File: config.mk
export PLATFORM = sky130hd
export DESIGN_NAME = sd_sector_arbiter
export DESIGN_NICKNAME = d
export VERILOG_FILES = /design/src/rtl/sd_arb_pkg.sv /design/src/rtl/rr_pick.sv /design/src/rtl/sd_sector_arbiter.sv
export SDC_FILE = /design/constraint.sdc
export NUM_CORES = 1
export LEC_CHECK = 0
export ABC_CLOCK_PERIOD_IN_PS = 1800
export BUFFER_PORTS_ARGS = -buffer_cell sky130_fd_sc_hd__buf_2
export CELL_PAD_IN_SITES_DETAIL_PLACEMENT = 1
export CELL_PAD_IN_SITES_GLOBAL_PLACEMENT = 1
export CORE_ASPECT_RATIO = 0.5
export CORE_MARGIN = 4
export CORE_UTILIZATION = 31
export CTS_CLUSTER_DIAMETER = 100
export DETAILED_ROUTE_END_ITERATION = 7
export HOLD_SLACK_MARGIN = 0.06
export PLACE_DENSITY = 0.86
export SKIP_CTS_REPAIR_TIMING = 1
export SYNTH_ARGS = -nofsm -noshare
export SYNTH_HDL_FRONTEND = slang
export SYNTH_SLANG_ARGS = --single-unit
File: constraint.sdc
create_clock -name clk -period 1.8 [get_ports clk]
set_input_delay 0.09 -clock clk [delete_from_list [all_inputs] [get_ports clk]]
set_output_delay 0.09 -clock clk [all_outputs]
set_load 0.01 [all_outputs]
File: src/rtl/sd_arb_pkg.sv
// Shared types and constants for the SD sector arbiter.
//  - arb_state_t : arbiter FSM states
//  - LBA_W       : sector address width
//  - DIR_RD/WR   : transfer direction encoding latched at grant time
package sd_arb_pkg;

    typedef enum logic [1:0] {
        IDLE = 2'd0,
        REQ  = 2'd1,
        XFER = 2'd2
    } arb_state_t;

    localparam int LBA_W = 32;

    localparam logic DIR_RD = 1'b0;
    localparam logic DIR_WR = 1'b1;

endpackage

File: src/rtl/rr_pick.sv
// Combinational round-robin encoder.
// Ports:
//  pending [N]  request vector
//  ptr     [W]  search start index (must be < N)
//  valid        at least one pending bit set
//  idx     [W]  first pending index at or after ptr, wrapping to 0
module rr_pick #(
    parameter int N = 4,
    parameter int W = 2
) (
    input  logic [N-1:0] pending,
    input  logic [W-1:0] ptr,
    output logic         valid,
    output logic [W-1:0] idx
);

    // Scan N positions starting at ptr; the first hit wins.
    always_comb begin
        valid = 1'b0;
        idx   = '0;
        for (int k = 0; k < N; k++) begin
            if (!valid && pending[(int'(ptr) + k) % N]) begin
                valid = 1'b1;
                idx   = W'((int'(ptr) + k) % N);
            end else begin
                valid = valid;
            end
        end
    end

endmodule

File: src/rtl/sd_sector_arbiter.sv
// Shares the single MCU-backed SD sector channel between NREQ requesters.
// Level requests are granted round-robin; the granted index, LBA and
// direction are forwarded to the SD side and sd_busy/sd_done are routed
// back to the granted requester only.
// Ports:
//  clk, reset            clock, asynchronous active-high reset
//  req_rd/req_wr [NREQ]  per-requester level requests
//  req_lba [NREQ*32]     per-requester LBA, requester i at [32*i +: 32]
//  req_busy [NREQ]       sd_busy routed to the granted requester
//  req_done/req_err      one-cycle completion / timeout-abort pulses
//  sd_rd, sd_wr          request to SD side
//  sd_idx, sd_lba        granted requester number and latched LBA
//  sd_busy, sd_done      SD side acceptance / completion
module sd_sector_arbiter
    import sd_arb_pkg::*;
#(
    parameter int NREQ    = 4,
    parameter int IDXW    = 2,
    parameter int TIMEOUT = 1048576
) (
    input  logic                 clk,
    input  logic                 reset,
    input  logic [NREQ-1:0]      req_rd,
    input  logic [NREQ-1:0]      req_wr,
    input  logic [NREQ*LBA_W-1:0] req_lba,
    output logic [NREQ-1:0]      req_busy,
    output logic [NREQ-1:0]      req_done,
    output logic [NREQ-1:0]      req_err,
    output logic                 sd_rd,
    output logic                 sd_wr,
    output logic [IDXW-1:0]      sd_idx,
    output logic [LBA_W-1:0]     sd_lba,
    input  logic                 sd_busy,
    input  logic                 sd_done
);

    localparam int CNT_W = $clog2(TIMEOUT + 1);

    arb_state_t        state_r, state_s;
    logic [IDXW-1:0]   gnt_r, gnt_s;
    logic [IDXW-1:0]   rr_r, rr_s;
    logic [LBA_W-1:0]  lba_r, lba_s;
    logic              sd_rd_r, sd_rd_s;
    logic              sd_wr_r, sd_wr_s;
    logic [CNT_W-1:0]  cnt_r, cnt_s;
    logic [NREQ-1:0]   done_r, done_s;
    logic [NREQ-1:0]   err_r, err_s;
    logic [NREQ-1:0]   pending_s;
    logic              pick_valid_s;
    logic [IDXW-1:0]   pick_idx_s;
    logic [IDXW-1:0]   next_ptr_s;
    logic              dir_s;

    assign pending_s = req_rd | req_wr;

    rr_pick #(
        .N (NREQ),
        .W (IDXW)
    ) u_rr_pick (
        .pending (pending_s),
        .ptr     (rr_r),
        .valid   (pick_valid_s),
        .idx     (pick_idx_s)
    );

    // Round-robin pointer moves just past the requester being released.
    always_comb begin
        if (gnt_r == IDXW'(NREQ - 1)) begin
            next_ptr_s = '0;
        end else begin
            next_ptr_s = gnt_r + IDXW'(1);
        end
    end

    // Next-state and next-output logic for the arbiter FSM.
    always_comb begin
        state_s = state_r;
        gnt_s   = gnt_r;
        rr_s    = rr_r;
        lba_s   = lba_r;
        sd_rd_s = sd_rd_r;
        sd_wr_s = sd_wr_r;
        cnt_s   = cnt_r;
        done_s  = '0;
        err_s   = '0;
        dir_s   = DIR_RD;
        case (state_r)
            IDLE: begin
                if (pick_valid_s) begin
                    // Read wins when a requester raises both lines.
                    dir_s   = req_rd[pick_idx_s] ? DIR_RD : DIR_WR;
                    gnt_s   = pick_idx_s;
                    lba_s   = req_lba[LBA_W*int'(pick_idx_s) +: LBA_W];
                    sd_rd_s = (dir_s == DIR_RD);
                    sd_wr_s = (dir_s == DIR_WR);
                    // Loaded with TIMEOUT-1 so the request is held exactly TIMEOUT cycles.
                    cnt_s   = CNT_W'(TIMEOUT - 1);
                    state_s = REQ;
                end else begin
                    state_s = IDLE;
                end
            end
            REQ: begin
                if (sd_busy) begin
                    sd_rd_s = 1'b0;
                    sd_wr_s = 1'b0;
                    // Busy and done together means a transfer already completed.
                    if (sd_done) begin
                        done_s[gnt_r] = 1'b1;
                        rr_s          = next_ptr_s;
                        state_s       = IDLE;
                    end else begin
                        state_s = XFER;
                    end
                end else if (cnt_r == CNT_W'(0)) begin
                    sd_rd_s       = 1'b0;
                    sd_wr_s       = 1'b0;
                    done_s[gnt_r] = 1'b1;
                    err_s[gnt_r]  = 1'b1;
                    rr_s          = next_ptr_s;
                    state_s       = IDLE;
                end else begin
                    cnt_s = cnt_r - CNT_W'(1);
                end
            end
            XFER: begin
                // The MCU owns transfer length, so no timeout here.
                if (sd_done) begin
                    done_s[gnt_r] = 1'b1;
                    rr_s          = next_ptr_s;
                    state_s       = IDLE;
                end else begin
                    state_s = XFER;
                end
            end
            default: begin
                sd_rd_s = 1'b0;
                sd_wr_s = 1'b0;
                state_s = IDLE;
            end
        endcase
    end

    // FSM state, grant latches, timeout counter and response pulses.
    always_ff @(posedge clk or posedge reset) begin
        if (reset) begin
            state_r <= IDLE;
            gnt_r   <= '0;
            rr_r    <= '0;
            lba_r   <= '0;
            sd_rd_r <= 1'b0;
            sd_wr_r <= 1'b0;
            cnt_r   <= '0;
            done_r  <= '0;
            err_r   <= '0;
        end else begin
            state_r <= state_s;
            gnt_r   <= gnt_s;
            rr_r    <= rr_s;
            lba_r   <= lba_s;
            sd_rd_r <= sd_rd_s;
            sd_wr_r <= sd_wr_s;
            cnt_r   <= cnt_s;
            done_r  <= done_s;
            err_r   <= err_s;
        end
    end

    // sd_busy is passed straight through to the owner of the grant.
    always_comb begin
        req_busy = '0;
        if (state_r != IDLE) begin
            req_busy[gnt_r] = sd_busy;
        end else begin
            req_busy = '0;
        end
    end

    assign sd_rd    = sd_rd_r;
    assign sd_wr    = sd_wr_r;
    assign sd_idx   = gnt_r;
    assign sd_lba   = lba_r;
    assign req_done = done_r;
    assign req_err  = err_r;

endmodule

==> impl_metrics.yaml <==
power:
  power_density_nw_per_um2: 1645
  ir_drop_mv: 0.9516
  p_leak_uw: 0.003443
route:
  wirelength_um: 24370
  drc_errors: 0
  wire_per_inst_um: 28.08
  firstDrtPassIters: 6
  vias_per_cell: 5.768
  ant_nets: 0
  vias: 5007
  drt_iter0_markers: 429
clocking:
  cts_buffers: 9
  clkTransAtPathRegs_ns: 0.07
  clock_latency_ns: 0.36
  htreeDepth: 3
  cts_root_buf: "clkbuf_16"
  cts_tree: "done"
  clk_path_buf_depth: 2
  clock-sinks: 69
run:
  cap_violations: 0
global_routing:
  grt_util_met3_pct: 4.770
  global_route.usage.total_pct: 21.85
  top_usage_layer: "met2"
  antenna_found_initial: 1
  grt_max_degree: 70
  grt_pass1_vias: 4756
  grtUsageMet1_pct: 26.10
  grt_overflow: 0
  use_met2_pct: 38.54
  grt_pass1_wl_um: 25760
floorplan:
  dieHeight_um: 89.03
  die_w_um: 170.0
  dieArea_um2: 15140
  start_util_pct: 31.96
  rows: 29
  ios: 188
  coreArea_um2: 12740
critical_path:
  worstReg2RegStart: "rr_r[1]$_DFFE_PP0P_"
  crit_type: "reg2reg"
  reg2reg_slack_ns: -0.47
  cp.required_ns: 2.01
  crit_chain: "nor3_4 > a211oi_2 > a211oi_4 > buf_4 > buf_12 > buf_8 > mux2_4 > a22oi_2 > o21ai_1"
  critPathLaunchType: "register"
  crit_arrival_ns: 2.47
  rr_worst_depth: 9
  slowest_delay_ns: 0.47
  r2r_end: "sd_lba[10]$_DFFE_PP0P_"
  crit_path_max_fanout: 7
  end_kind: "register"
  slowest_stage: "dfrtp_2"
timing:
  setup_viol: 66
  worst_slack_ns: -0.4665
  hold_viol: 0
  worst_pin_slew_ns: 0.5508
  post-route-min-period_ns: 2.266
  max_freq_mhz: 441.2
  timing.setup.tns_ns: -17.29
  period_share_pct: 125.9
  slew_viol_final: 0
  clock_skew_ns: 0.01590
  rsz0062_at_grt: "yes"
  slew-limit-headroom_pct: 63.01
final_layout:
  design_area_um2: 7333
  drive_gt1_share_pct: 63.56
  nNetsFinal: 841
  final_cells: 868
  area_growth_pct: 80.17
placed_design:
  dp_hpwl_um: 12820
  portBuffers: 187
  dpl-instance-area_um2: 5731
  place_inst: 801
  place.gp.congestion: 0.8326
hold_path:
  hold_path.class: "in2reg"
  worstHoldPathCells: 3
  holdPathEnd: "sd_lba[17]$_DFFE_PP0P_"
  hold_path.startpoint: "req_lba[81]"
synth:
  yosys.area.top_type: "dfrtp_1"
  synth_edf_count: 0
  synthesis.area_um2: 4070
  synth_top_area_share_pct: 42.42
  ys_top_cells_by_area: "dfrtp_1 (42%), mux2_2 (8.9%), mux2i_1 (8.4%), a22oi_1 (5.9%), o21ai_1 (4.3%)"
  synth_ff_type: "dfrtp_1"
  async_flop_share_pct: 100.0
  ys_seq_area_share_pct: 42.42
  synth_cell_type_count: 57
  ys_ff_latch: 69
  yosysWarningCount: 0
  synth.avg_cell_area_um2: 10.30
  synthCells: 395
  syn_nets: 544
  yosys.cell_count.top_type: "dfrtp_1"
  synth_common_cells: "dfrtp_1 (69), o21ai_1 (35), mux2i_1 (34), a22oi_1 (32), mux2_2 (32)"
run_status:
  violations: "negative setup slack"
  outcome: "finished with violations"
-- cell families after synthesis --
group                      count (synthesis)  synth area share, %
AOI/OAI and AO/OA                        111                18.51
and+or+nand+nor                           97                13.03
DFF                                       69                42.42
muxes                                     67                17.58
buffers and inverters                     35                4.181
adders and majority gates                  9                2.767
xor gates and xnor gates                   7                1.506
-- power by group --
part	total (µW)	switching [µW]	internal [µW]
registers	2530	461	2060
logic	7470	3870	3600
clock network	2070	810	1260
-- layout make-up --
| class | count | area (µm²) |
|---|---|---|
| antenna | 1 | 2.502 |
| clock buffer | 11 | 242.7 |
| clock inverter | 5 | 83.83 |
| fill | 1394 | 5403 |
| inverter | 14 | 56.30 |
| multi-input combinational | 291 | 2863 |
| sequential | 69 | 1729 |
| tap | 170 | 212.7 |
| timing repair buffer | 307 | 2143 |
-- worst max-delay path by stage --
stage	start	endpoint	slack, ns	cells after the start
after global routing	rr_r[1]$_DFFE_PP0P_	sd_lba[10]$_DFFE_PP0P_	-0.53	9
after global placement	rr_r[1]$_DFFE_PP0P_	sd_lba[20]$_DFFE_PP0P_	-0.14	8
after detailed placement	rr_r[1]$_DFFE_PP0P_	sd_lba[10]$_DFFE_PP0P_	-0.36	8
after CTS	rr_r[1]$_DFFE_PP0P_	sd_lba[10]$_DFFE_PP0P_	-0.40	8
after floorplan	cnt_r[0]$_DFFE_PP0P_	cnt_r[6]$_DFFE_PP0P_	-0.09	9
final	rr_r[1]$_DFFE_PP0P_	sd_lba[10]$_DFFE_PP0P_	-0.47	9
-- cells in the final DEF (no fill, tap or decap), types with 6 or more instances in the layout --
cell type	Yosys	routed
nand2_1	20	17
ha_1	9	6
buf_6	2	21
o21ai_1	35	34
buf_4	4	66
dlygate4sd3_1	0	17
nor2_1	20	15
clkbuf_16	0	11
buf_12	0	9
inv_1	14	10
a22oi_2	0	30
o21ai_0	11	8
dfrtp_1	69	67
mux2i_1	34	31
mux2_4	1	29
buf_2	6	187
-- layer usage --
| layer | wire length [µm] | part of all wire, % |
|---|---|---|
| met1 | 9183 | 38 |
| met5 | 0 | 0 |
| met4 | 1231 | 5.1 |
| met3 | 1906 | 7.8 |
| met2 | 12050 | 49 |
-- metrics by stage --
stage | hold WS, ns | util (%) | worst slack, ns | total power (µW)
6_report | 0.02990 | 57.58 | -0.4665 | 12060
5_1_grt | 0.05487 | 57.58 | -0.5305 | 12520
4_1_cts | -0.1311 | 47.56 | -0.4024 | 9622
3_5_place_dp | 0.2188 | 44.99 | -0.3638 | 7531
3_3_place_gp | 0.2242 | 44.99 | -0.1353 | 7233
2_1_floorplan | 0.2531 | - | -0.09439 | 5249
-- registers in the layout (all words and copies together) (netlist names), 2 cells and up --
signal and count:
sd_lba 32, cnt_r 21, req_done 4, req_err 4, rr_r 2, sd_idx 2, state_r 2
-- critical path: cells and delay by family (launching register included) --
kind | cells | cell delay, ns
AOI/OAI and AO/OA | 4 | 0.67
buffers and inverters | 3 | 0.47
DFF | 1 | 0.47
muxes | 1 | 0.32
and+or+nand+nor | 1 | 0.18
Power figures use the tool's default switching activity.
